[src/rtl/mem_arbiter.sv]
// Round-robin arbiter sharing one RAM port among the I/D caches of CPUS cores.
// Optional macro MEM_ARB_DPRIO_EN: dcache requests win over icache requests.
module mem_arbiter #(
  parameter int CPUS   = 2,
  parameter int WORD_W = 32,
  parameter int IDW    = $clog2(2*CPUS)
) (
  input  logic                   CLK,
  input  logic                   RST,
  input  logic [CPUS-1:0]        iREN,
  input  logic [WORD_W*CPUS-1:0] iaddr,
  input  logic [CPUS-1:0]        dREN,
  input  logic [CPUS-1:0]        dWEN,
  input  logic [WORD_W*CPUS-1:0] daddr,
  input  logic [WORD_W*CPUS-1:0] dstore,
  output logic [CPUS-1:0]        iwait,
  output logic [CPUS-1:0]        dwait,
  output logic [WORD_W*CPUS-1:0] iload,
  output logic [WORD_W*CPUS-1:0] dload,
  output logic                   ramREN,
  output logic                   ramWEN,
  output logic [WORD_W-1:0]      ramaddr,
  output logic [WORD_W-1:0]      ramstore,
  input  logic [WORD_W-1:0]      ramload,
  input  logic [1:0]             ramstate,
  output logic                   busy,
  output logic [IDW-1:0]         grant_id,
  output logic                   err
);

  localparam int N = 2*CPUS;
  localparam logic [IDW:0] N_W = (IDW+1)'(N);
  localparam logic [1:0] RAM_ACCESS = 2'd2;
  localparam logic [1:0] RAM_ERROR  = 2'd3;
  localparam logic [WORD_W-1:0] ERR_WORD = WORD_W'(32'hBAD1BAD1);

  typedef enum logic [1:0] {IDLE, GRANT, DONE} state_t;

  state_t         r_state;
  logic [IDW-1:0] r_rrPtr;
  logic [IDW-1:0] r_grantId;
  logic           r_busy;

  logic [N-1:0]      w_req;
  logic [N-1:0]      w_candidates;
  logic [IDW:0]      w_scanIdx;
  logic [IDW-1:0]    w_winner;
  logic              w_anyReq;
  logic [IDW:0]      w_nextPtrWide;
  logic [IDW-1:0]    w_nextPtr;
  logic              w_gReq;
  logic              w_gRen;
  logic              w_gWen;
  logic [WORD_W-1:0] w_gAddr;
  logic [WORD_W-1:0] w_gStore;
  logic              w_inGrant;
  logic              w_ramDone;
  logic              w_complete;
  logic [WORD_W-1:0] w_loadData;

  // Requester k: even = dcache of core k/2, odd = icache of core k/2.
  always_comb begin
    w_req = '0;
    for (int c = 0; c < CPUS; c++) begin
      w_req[2*c]   = dREN[c] | dWEN[c];
      w_req[2*c+1] = iREN[c];
    end
  end

`ifdef MEM_ARB_DPRIO_EN
  logic w_anyDReq;
  always_comb begin
    w_anyDReq = 1'b0;
    for (int c = 0; c < CPUS; c++) w_anyDReq = w_anyDReq | w_req[2*c];
    for (int c = 0; c < CPUS; c++) begin
      w_candidates[2*c]   = w_req[2*c] & w_anyDReq;
      w_candidates[2*c+1] = w_req[2*c+1] & ~w_anyDReq;
    end
  end
`else
  assign w_candidates = w_req;
`endif

  // First candidate found scanning upward from the round-robin pointer, wrapping at N.
  always_comb begin
    w_anyReq  = 1'b0;
    w_winner  = '0;
    w_scanIdx = '0;
    for (int i = 0; i < N; i++) begin
      w_scanIdx = {1'b0, r_rrPtr} + (IDW+1)'(i);
      if (w_scanIdx >= N_W) w_scanIdx = w_scanIdx - N_W;
      if (!w_anyReq && w_candidates[w_scanIdx[IDW-1:0]]) begin
        w_anyReq = 1'b1;
        w_winner = w_scanIdx[IDW-1:0];
      end
    end
  end

  assign w_nextPtrWide = {1'b0, r_grantId} + (IDW+1)'(1);
  assign w_nextPtr     = (w_nextPtrWide == N_W) ? '0 : w_nextPtrWide[IDW-1:0];

  always_comb begin
    w_gReq   = 1'b0;
    w_gRen   = 1'b0;
    w_gWen   = 1'b0;
    w_gAddr  = '0;
    w_gStore = '0;
    for (int c = 0; c < CPUS; c++) begin
      if (r_grantId == IDW'(2*c)) begin
        w_gReq   = dREN[c] | dWEN[c];
        w_gWen   = dWEN[c];
        w_gRen   = dREN[c] & ~dWEN[c];
        w_gAddr  = daddr[c*WORD_W +: WORD_W];
        w_gStore = dstore[c*WORD_W +: WORD_W];
      end else if (r_grantId == IDW'(2*c+1)) begin
        w_gReq  = iREN[c];
        w_gRen  = iREN[c];
        w_gAddr = iaddr[c*WORD_W +: WORD_W];
      end
    end
  end

  assign w_inGrant  = (r_state == GRANT);
  assign w_ramDone  = (ramstate == RAM_ACCESS) || (ramstate == RAM_ERROR);
  assign w_complete = w_inGrant & w_gReq & w_ramDone;
  assign w_loadData = (ramstate == RAM_ERROR) ? ERR_WORD : ramload;

  assign ramREN   = w_inGrant & w_gRen;
  assign ramWEN   = w_inGrant & w_gWen;
  assign ramaddr  = w_inGrant ? w_gAddr : '0;
  assign ramstore = w_inGrant ? w_gStore : '0;
  assign err      = w_complete & (ramstate == RAM_ERROR);
  assign busy     = r_busy;
  assign grant_id = r_grantId;

  always_comb begin
    iwait = '0;
    dwait = '0;
    iload = '0;
    dload = '0;
    for (int c = 0; c < CPUS; c++) begin
      dwait[c] = w_req[2*c]   & ~(w_complete && r_grantId == IDW'(2*c));
      iwait[c] = w_req[2*c+1] & ~(w_complete && r_grantId == IDW'(2*c+1));
      if (w_complete && r_grantId == IDW'(2*c))   dload[c*WORD_W +: WORD_W] = w_loadData;
      if (w_complete && r_grantId == IDW'(2*c+1)) iload[c*WORD_W +: WORD_W] = w_loadData;
    end
  end

  // A withdrawn request aborts without moving the pointer; completion passes through DONE.
  always_ff @(posedge CLK) begin
    if (RST) begin
      r_state   <= IDLE;
      r_rrPtr   <= '0;
      r_grantId <= '0;
      r_busy    <= 1'b0;
    end else begin
      case (r_state)
        IDLE: begin
          if (w_anyReq) begin
            r_grantId <= w_winner;
            r_busy    <= 1'b1;
            r_state   <= GRANT;
          end
        end
        GRANT: begin
          if (!w_gReq) begin
            r_busy  <= 1'b0;
            r_state <= IDLE;
          end else if (w_ramDone) begin
            r_busy  <= 1'b0;
            r_rrPtr <= w_nextPtr;
            r_state <= DONE;
          end
        end
        DONE:    r_state <= IDLE;
        default: r_state <= IDLE;
      endcase
    end
  end

endmodule

[config.mk]
export PLATFORM = sky130hd
export DESIGN_NAME = mem_arbiter
export DESIGN_NICKNAME = d
export VERILOG_FILES = /design/src/rtl/mem_arbiter.sv
export SDC_FILE = /design/constraint.sdc
export NUM_CORES = 1
export LEC_CHECK = 0
export ABC_AREA = 1
export CORE_AREA = 10 10 162 164
export DETAILED_ROUTE_END_ITERATION = 8
export DIE_AREA = 0 0 172 174
export PLACE_DENSITY_LB_ADDON = 0.1
export SLEW_MARGIN = 20
export SYNTH_ARGS = -nofsm -noshare
export SYNTH_HDL_FRONTEND = slang
export SYNTH_SLANG_ARGS = --single-unit
export TNS_END_PERCENT = 20
[constraint.sdc]
create_clock -name CLK -period 2.6 [get_ports CLK]
set_input_delay 0.39 -clock CLK [delete_from_list [all_inputs] [get_ports CLK]]
set_output_delay 0.39 -clock CLK [all_outputs]
set_load 0.03 [all_outputs]
==> results of run 1 <==
worst paths after layout:
check | from | endpoint | slack [ps]
hold / removal | busy | busy | 470
hold reg to reg | busy | busy | 470
setup / recovery | grant_id[1] | iwait[1] | 130
setup reg to reg | grant_id[1] | busy | 900
cells in the mapped netlist, types with 2 or more instances:
cell / count / area share [%]
a21oi_1: 105 / 18
ha_1: 5 / 2.1
buf_6: 12 / 4.5
o21ai_0: 37 / 6.2
buf_2: 4 / 0.67
nor2_1: 224 / 28
buf_1: 9 / 1.1
o21ai_1: 2 / 0.33
nand3_1: 8 / 1.3
inv_2: 4 / 0.50
nand2_1: 121 / 15
inv_1: 17 / 2.1
nand2_2: 2 / 0.42
nand2_4: 4 / 1.5
dfxtp_1: 7 / 4.7
clkbuf_1: 27 / 3.4
o31ai_1: 32 / 8.0
worst max-delay path, cell delays in order, from the launching register on:
cell and delay [ps]:
dfxtp_2 390, inv_2 80, ha_4 190, inv_4 120
nand2_1 80, nand2_1 70, nand2_1 40, nand2_1 60
nand2_2 70, nand3_4 80, inv_4 70, nand2_4 70
buf_4 230, nand2_1 70, inv_1 50, buf_4 150
layout make-up:
type	instances	area [um^2]	area share, %
well taps	290	363	4.59
diodes	2	5.00	0.0633
multi-input cells	547	2540	32.1
inverters	23	91.3	1.15
flip-flops and latches	7	143	1.80
clock buffers	4	78.8	0.997
repair buffers	484	4690	59.3
power groups by stage:
| stage | logic [mW] | clock network (mW) | registers [mW] |
|---|---|---|---|
| 2_1_floorplan | 1.68 | 0 | 0.161 |
| 3_5_place_dp | 3.37 | 0 | 0.143 |
| 3_3_place_gp | 3.39 | 0 | 0.144 |
| 6_report | 3.37 | 0.263 | 0.149 |
| 4_1_cts | 3.39 | 0.270 | 0.142 |
| 5_1_grt | 3.66 | 0.280 | 0.152 |
cells in the final DEF, fill, tap and decap left out, drive strengths merged:
cell and instances:
nand3 9, o2111ai 1, dfxtp 7, buf 247
nand4 1, o21ai 40, ha 5, or2 1
nor2 225, clkbuf 5, clkinv 1, o31ai 32
clkdlybuf4s50 236, inv 22, nor3 1, a21oi 105
diode 2, nand2 127
per-layer routing:
metal	GRT usage (%)	up-vias	share of wire, %
met5	0	-	0
met3	6.34	12	12
li1	-	2930	-
met4	2.62	0	0.92
met1	17.0	2440	36
met2	31.2	304	51
registers in the layout, indices dropped and copies added (netlist names):
name      flops
busy          1
r_state       2
grant_id      2
r_rrPtr       2
logic make-up after synthesis:
logic type	count (synthesis)	share of synthesized area, %
buffers and inverters	76	12.9
flip-flops	7	4.67
AND/OR/NAND/NOR	364	47.8
adder cells (fa/ha/maj)	5	2.08
AO/OA/AOI/OAI	178	32.6
timing repair:
action,CTS,global route
hold endpoints to repair,0,0
pin swaps,0,3
cloned,0,1
endpoints found under the setup margin,178,165
buffers inserted,0,1
resized for setup,3,14
metrics by stage:
| stage | TNS [ps] | total power [mW] | hold WS, ps |
|---|---|---|---|
| 6_report | 0 | 3.78 | 465 |
| 5_1_grt | -3.36 | 4.09 | 490 |
| 4_1_cts | 0 | 3.81 | 469 |
| 3_5_place_dp | 0 | 3.51 | 464 |
| 3_3_place_gp | 0 | 3.53 | 456 |
| 2_1_floorplan | -987 | 1.84 | 459 |
==> impl_metrics.yaml, run 1 <==
detailed_routing:
  ant_nets: 0
  via_per_inst: 4.19
  drc: 0
  wire_per_inst_um: 20.4
  drt-total-wl_um: 27600
  drt_iter0_drc: 274
  drtPass1Iterations: 4
  vias: 5686
placement:
  dp_cells: 1349
  io_buffer_count: 435
  dpl_cell_area_mm2: 0.00772
  place_hpwl_um: 23500
  place_congestion: 0.812
  dp_slack_ps: 80.0
setup_path:
  cp-end-kind: "output port"
  arrival_ps: 2080
  r2r_cells: 13
  worstPathMaxFanout: 16
  worstSetupStartpointType: "flop"
  cp.required_ps: 2210
  worst-setup-path-type: "reg2out"
pwr:
  power_switching_mw: 1.98
  powerDensity_mw_per_mm2: 478
  power_frac_comb_pct: 89.1
  seq_power_share_pct: 3.9
  switching_share_pct: 52.4
  peakVddDrop_uv: 172
  p_int_mw: 1.80
  clock_power_share_pct: 6.9
  p_leak_nw: 3.67
floorplanning:
  coreArea_mm2: 0.0231
  pin_count: 436
  dieArea_mm2: 0.0299
  die-height_um: 174
  rows: 56
  start_util_pct: 13.0
  fp.dieW_um: 172
global_route:
  grt_overflow: 0
  antenna_found_initial: 2
  first_global_vias: 5757
  grtUsageTotal_pct: 16.6
  grt_max_degree: 66
  grt_pass1_wl_um: 38000
job:
  drv_cap: 0
min_path:
  hp-class: "reg2reg"
  hold_path_depth: 2
layout:
  stdcell_count: 1357
  drive_above_1_share_pct: 26.2
  n_fill_cell: 2560
  design_area_mm2: 0.00791
  finalNetCount: 1305
  final_util_pct: 34.2
  syn2layout_area_growth_pct: 164
clocking:
  clk_pin_slew_ps: 40
  cts-buffers-inserted: 3
  cts_root_buf: "clkbuf_16"
  insertion_delay_ps: 230
  cts_hold_buf: 0
  cts_tree: "built"
  clock_sinks: 7
  cts_max_path_buffers: 2
  htreeDepth: 1
logic_synthesis:
  synth_warnings: 0
  yosysUniqueCellTypes: 27
  synthArstFlopShare_pct: 0
  syn_inst: 630
  synth_edf_count: 0
  ys.flop_type: "dfxtp_1"
  ys_ff_latch: 7
  syn_area_mm2: 0.00300
  avgSynthCellArea_um2: 4.76
  synth_nets: 869
  yosysSeqAreaShare_pct: 4.67
sta:
  clock.fmax_mhz: 405
  tightestPinTransition_ps: 788
  fin_crit_ps: 2470
  slew_headroom_pct: 47.5
  setup_violations: 0
  timing.final.ws_setup_ps: 131
  slew_viol_final: 0
  fin_crit_sh_pct: 94.9
  hold_viol_final: 0
  skew_ps: 1.79
outcome:
  status: "complete, no violations"
No activity file was read; power rests on OpenSTA's default activity.
==> run 2: changes to the inputs <==
GPL_TIMING_DRIVEN = 0   (was default)
SKIP_CTS_REPAIR_TIMING = 1   (was default)
==> run 2 against run 1 <==
  * Critical path depth fell by 8
  * Register-to-register slack got worse by 130 ps
  * Non-clock buffer count rose by 13
  * Utilization fell by 1.3 points
  * Maximum frequency fell by 2.7%
  * Largest cell class unchanged
  * Highest routed layer is now met5
==> impl_metrics.yaml, run 2 (synthesis gave the netlist of run 1 again) <==
clocking:
  cts-buffers-inserted: 3
  htreeDepth: 1
  clk_pin_slew_ps: 40
  cts_root_buf: "clkbuf_16"
  insertion_delay_ps: 230
  cts_tree: "built"
  cts_max_path_buffers: 2
  clock_sinks: 7
sta:
  timing.final.ws_setup_ps: 63.3
  clock.fmax_mhz: 394
  fin_crit_sh_pct: 97.6
  hold_slack_ps: 458
  slew_viol_final: 0
  hold_viol_final: 0
  slew_headroom_pct: 62.3
  setup_violations: 0
  skew_ps: 0.263
  grt_setup_unrepaired: "yes"
  tns_ps: 0
  tightestPinTransition_ps: 565
  fin_crit_ps: 2540
detailed_routing:
  ant_nets: 0
  drt-total-wl_um: 29500
  wire_per_inst_um: 21.6
  via_per_inst: 4.25
  drtPass1Iterations: 4
  vias: 5822
  drt_iter0_drc: 215
  drc: 0
floorplanning:
  dieArea_mm2: 0.0299
  die-height_um: 174
  start_util_pct: 13.0
  pin_count: 436
  coreArea_mm2: 0.0231
  rows: 56
  fp.dieW_um: 172
setup_path:
  worstPathMaxFanout: 10
  worstSetupStartpointType: "primary input"
  cp.required_ps: 2210
  reg2reg_slack_ps: 770
  worst-setup-path-type: "in2out"
  arrival_ps: 2150
  cp-end-kind: "output port"
placement:
  dpl_cell_area_mm2: 0.00772
  dp_slack_ps: -928
  place_hpwl_um: 25400
  place_congestion: 0.854
  io_buffer_count: 435
  dp_cells: 1355
global_route:
  antenna_found_initial: 2
  grt_overflow: 0
  first_global_vias: 5881
  grtUsageTotal_pct: 17.4
  grt_pass1_wl_um: 39500
  grt_max_degree: 11
job:
  drv_cap: 0
layout:
  syn2layout_area_growth_pct: 153
  finalNetCount: 1318
  design_area_mm2: 0.00761
  drive_above_1_share_pct: 24.5
  final_common_cell: "clkdlybuf4s50_1"
  final_cell_mix: "clkdlybuf4s50_1 (232), nor2_1 (213), nand2_1 (118)"
  stdcell_count: 1369
  final_util_pct: 32.9
min_path:
  hp-class: "reg2reg"
pwr:
  p_leak_nw: 4.16
  peakVddDrop_uv: 204
  total_power_mw: 3.51
  powerDensity_mw_per_mm2: 461
outcome:
  status: "complete, no violations"
==> run 2: cell count changes in the layout (fill, tap and decap cells not counted), moves of 7 or more <==
cell,change
buf_4,-177
clkbuf_2,+89
buf_2,+49
dlymetal6s2s_1,+43
buf_12,-34
clkbuf_4,+22
buf_6,+15
nor2_1,-8
o31ai_1,-7
o31ai_2,+7
==> run 2: worst paths after layout <==
path / depth (start not counted) / endpoint / start
hold / removal: 2 / busy / busy
setup / recovery: 7 / iload[20] / ramstate[1]
setup reg to reg: 14 / r_rrPtr[0] / grant_id[0]
hold reg to reg: 2 / busy / busy
==> run 2: metal layers <==
metal  vias up  GRT usage [%]  routed length (um)
li1       2955              -                   -
met1      2556           15.8               10500
met2       296           34.8               15600
met3        13           7.88                3150
met4         2           2.16                 225
met5         -              0                  17
==> run 2: layout make-up <==
class | instances | area (um^2)
diodes | 1 | 2.50
clock buffers | 4 | 78.8
flip-flops and latches | 7 | 148
inverters | 23 | 119
repair buffers | 445 | 3890
well taps | 290 | 363
fillers | 2637 | 15500
multi-input cells | 547 | 2620
plain buffers | 52 | 389
==> run 2: power by group <==
| group | leakage (nW) | switching [mW] | internal (mW) |
|---|---|---|---|
| combinational | 4.06 | 1.90 | 1.18 |
| sequential | 0.0591 | 0.0273 | 0.128 |
| clock | 0.0382 | 0.0618 | 0.204 |
==> run 2: worst max-delay path, cell delays in order <==
cell and delay [ps]:
clkdlybuf4s50_1 590, nand2_2 170, clkinvlp_4 190, buf_2 300, nor2_1 140, nor2_1 130
clkbuf_2 220
==> run 3: changes to the inputs <==
CORE_AREA = 10 10 160 162   (was 10 10 162 164)
DIE_AREA = 0 0 170 172   (was 0 0 172 174)
DONT_BUFFER_PORTS = 1   (was default)
TNS_END_PERCENT = 5   (was 20)
clock period = 2.2 ns   (was 2.6 ns; I/O delays follow)
==> run 3 against run 2 <==
  * The flow now finishes with violations (setup timing)
  * Register-to-register slack worse by 330 ps
  * Routed wire length shrank 11%
  * Non-clock buffer count is 425 lower
  * Sequential share of layout area is 0.71 points higher
  * Setup slack lost 360 ps
  * Global-route usage is 3.0 points lower
  * Combinational power grew 13%
  * Die area down 2.3%
  * Utilization fell by 8.0 points
  * Clock skew barely moved
  * Via count shrank 19%
  * Sequential power rose by 38%
==> impl_metrics.yaml, run 3 (synthesis gave the netlist of run 1 again) <==
setup_path:
  worstPathMaxFanout: 8
  r2r_cells: 13
  cp.required_ps: 1870
  worstSetupStartpointType: "flop"
  reg2reg_slack_ps: 440
  worst-setup-path-type: "reg2out"
  cp-end-kind: "output port"
  arrival_ps: 2170
outcome:
  violations: "setup timing"
  status: "finished, violations left"
layout:
  finalNetCount: 897
  multi_input_area_mm2: 0.00399
  stdcell_count: 943
  syn2layout_area_growth_pct: 85.3
  final_cell_mix: "nor2_4 (128), nand2_1 (117), a21oi_1 (70)"
  drive_above_1_share_pct: 46.0
  final_common_cell: "nor2_4"
  seqCellArea_um2: 148
  n_fill_cell: 2449
pwr:
  p_leak_nw: 1.83
  clock_power_share_pct: 7.7
  peakVddDrop_uv: 373
  power_switching_mw: 2.66
  powerDensity_mw_per_mm2: 723
  switching_share_pct: 66.2
  power_frac_comb_pct: 87.0
  seq_power_share_pct: 5.3
  p_int_mw: 1.36
clocking:
  cts_tree: "built"
  insertion_delay_ps: 230
  clock_sinks: 7
  clk_pin_slew_ps: 30
  cts_root_buf: "clkbuf_16"
  htreeDepth: 1
  cts-buffers-inserted: 3
  cts_max_path_buffers: 2
sta:
  slew_headroom_pct: 19.8
  tightestPinTransition_ps: 1200
  grt_setup_unrepaired: "yes"
  clock.fmax_mhz: 400
  hold_viol_final: 0
  setup_violations: 198
  skew_ps: 0.240
  slew_viol_final: 0
  fin_crit_sh_pct: 114
  fin_crit_ps: 2500
  timing.final.ws_setup_ps: -299
placement:
  place_congestion: 0.869
  io_buffer_count: 0
  dp_cells: 915
  dp_slack_ps: -796
  place_hpwl_um: 21600
floorplanning:
  pin_count: 436
  fp.dieW_um: 170
  coreArea_mm2: 0.0224
  rows: 55
  die-height_um: 172
  dieArea_mm2: 0.0292
  start_util_pct: 13.4
global_route:
  antenna_found_initial: 1
  grt_pass1_wl_um: 31800
  grtUsageTotal_pct: 14.5
  grt_max_degree: 11
  grt_overflow: 0
  first_global_vias: 4668
detailed_routing:
  vias: 4721
  drtPass1Iterations: 5
  wire_per_inst_um: 27.8
  drt_iter0_drc: 219
  drt-total-wl_um: 26200
  drc: 0
  ant_nets: 0
  via_per_inst: 5.01
min_path:
  hold_path_depth: 1
  hp-class: "in2reg"
job:
  drv_cap: 0
[run 3: area by class of cell]
class,instances,share of cell area [%]
tap,285,6.41
sequential,7,2.65
inverter,23,2.16
multi-input combinational,551,71.7
timing repair buffer,20,6.70
clock buffer,4,1.42
antenna,1,0.0450
buffer,52,8.88
[run 3: worst paths after layout]
path / endpoint / startpoint
setup reg to reg: r_rrPtr[1] / grant_id[0]
setup / recovery: dload[42] / grant_id[0]
hold / removal: busy / RST
hold reg to reg: busy / busy
[run 3: routing by layer]
metal | GRT usage (%) | share of wire (%) | vias to the layer above
met5 | 0 | 0 | -
met4 | 4.08 | 2.1 | 0
met3 | 6.41 | 11 | 24
met2 | 27.6 | 52 | 335
met1 | 13.7 | 34 | 2225
li1 | - | - | 2137
[run 3: through the flow]
step	hold slack [ps]	setup TNS, ps	power [mW]	area [um^2]	util, %
after global placement	403	-106720	3.00	3850	17.2
after detailed placement	403	-110750	3.03	3850	17.2
after CTS	163	-159920	3.35	3930	17.6
after global routing	166	-70740	4.30	5560	24.9
final	164	-46890	4.02	5560	24.9
after floorplan	399	-10740	2.39	3490	-
[run 3: critical path, stage by stage (launching register included)]
cell,delay (ps)
dfxtp_4,410
inv_4,110
ha_4,140
buf_8,120
inv_8,60
nand2_4,60
nand2_1,40
nand2_1,40
nand2_1,60
nand2_2,110
nand3_4,110
clkinv_8,150
nand2_8,120
buf_12,170
nor2_4,230
[run 3: power by group through the flow]
stage / logic, mW / registers, mW / clock network [mW]
2_1_floorplan: 2.20 / 0.193 / 0
3_3_place_gp: 2.79 / 0.210 / 0
3_5_place_dp: 2.82 / 0.210 / 0
4_1_cts: 2.83 / 0.208 / 0.313
5_1_grt: 3.75 / 0.223 / 0.320
6_report: 3.50 / 0.214 / 0.308
==> edit: new RTL, config.mk and constraints of run 2 <==
Reset style: asynchronous (`RST`), changed in one clocked block.
--- a/src/rtl/mem_arbiter.sv
+++ b/src/rtl/mem_arbiter.sv
@@ -147,7 +147,7 @@
   end
 
   // A withdrawn request aborts without moving the pointer; completion passes through DONE.
-  always_ff @(posedge CLK) begin
+  always_ff @(posedge CLK or posedge RST) begin
     if (RST) begin
       r_state   <= IDLE;
       r_rrPtr   <= '0;
Behaviour: differs if RST is asserted again (counterexample within 4 cycles, from zero or initial values and one cycle with RST high); with RST held inactive, the same outputs for 10 cycles.
==> edit against run 2 <==
  * The run now ends with negative setup slack left
  * Cell area up 11%
  * Area after synthesis increased by 1.2%
  * Sequential cell count stayed put
  * Routed wire length shrank 1.2%
  * Register-to-register slack improved by 60 ps
  * Setup slack worse by 250 ps
  * Global-route usage down 0.38 points
  * Critical path type is now register to primary output
Power is not compared: it rests on default switching activity, and its combinational part moved more than twofold at a synthesized area within 25%.
==> edit: results (changes against run 2) <==
Status
  – Failing checks: negative setup slack
  – Status: finished with violations

Synthesis
  – Post-synthesis adder-cell area fraction: 2.06% (-0.025 points)
  – Post-synthesis sequential area ratio: 5.77% (+1.1 points)
  – Most common library cells after synthesis: 218 x nor2_1, 136 x nand2_1, 100 x a21oi_1, 38 x o21ai_0
  – Ys async rst share: 100% (+100 points)
  – Top cells by area, synth: nor2_1 27%, nand2_1 17%, a21oi_1 16%
  – Syn avg cell area: 4.80 µm² (+0.73%)
  – Prevailing post-synth register cell: dfrtp_1
  – Synth unique cells: 21 (-22%)
  – Mapped Nets: 872 (+0.35%)
  – Area fraction in compound gates after synthesis: 30.9% (-1.7 points)

Cells and area
  – Nets: 1334 (+1.2%)
  – Final Util: 36.5% (+3.6 points)
  – ClkCell Share: 0.933% (-0.10 points)
  – Fraction of standard cell area in multi-input logic: 34.2% (-0.29 points)
  – Reg area: 178 µm² (+20%)
  – Comb_multi_in: 553 (+1.1%)
  – Fillcell total: 2584 (-2.0%)

Critical path
  – Reg2Reg Setup Slack: 830 ps (+60 ps)
  – Crit path from: grant_id[1]
  – Crit path max fanout: 7 (-3)
  – Worst Setup EP: dload[50]
  – Critical Path AT: 2400 ps (+250 ps)
  – Reg-to-Reg End: r_rrPtr[0]
  – Slowest CP cell: dfrtp_2

STA
  – Worst setup margin: -187 ps (-250 ps)
  – Setup Viol. Count Final: 158 (+158)
  – Hold slack: 398 ps (-59.8 ps)
  – Max-slew headroom: 61.1% (-1.2 points)
  – Worst Skew: 1.40 ps (+1.14 ps)

Drt
  – Total Wirelength: 29100 µm (-1.2%)
  – Vias/cell: 4.34 (+2.1%)
  – Initial DRC count: 238 (+11%)

GRT
  – Vias in the first global route: 5961 (+1.4%)
  – Initial antenna violation count: 3 (+1)
  – Global Route Usage Sum: 17.1% (-0.38 points)

Min path
  – Hold Path Class: primary input to async pin

Placed design
  – DP Cell Count: 1358 (+0.22%)
  – HPWL after detailed placement: 24400 µm (-3.7%)
  – Placement Cell Area: 7750 µm² (+0.47%)
edit: layer usage:
metal / vias to the layer above / share of wire [%] / global-route usage [%]
met1: 2734 / 35 / 16.2
met5: - / 0 / 0
met3: 10 / 11 / 7.18
met2: 276 / 54 / 33.7
li1: 2991 / - / -
met4: 0 / 0.66 / 1.90
edit: how the worst min path moves through the flow:
stage            endpoint  cells after the start
3_3_place_gp         busy                      2
4_1_cts              busy                      2
6_report       r_state[1]                      2
5_1_grt        r_rrPtr[1]                      2
2_1_floorplan        busy                      1
3_5_place_dp         busy                      2
edit: power by group through the flow:
stage | logic (mW) | clock network (mW) | registers, mW
6_report | 7.29 | 0.261 | 0.231
5_1_grt | 7.91 | 0.268 | 0.236
4_1_cts | 7.04 | 0.262 | 0.226
3_5_place_dp | 7.00 | 0 | 0.226
3_3_place_gp | 7.04 | 0 | 0.230
2_1_floorplan | 4.03 | 0 | 0.249
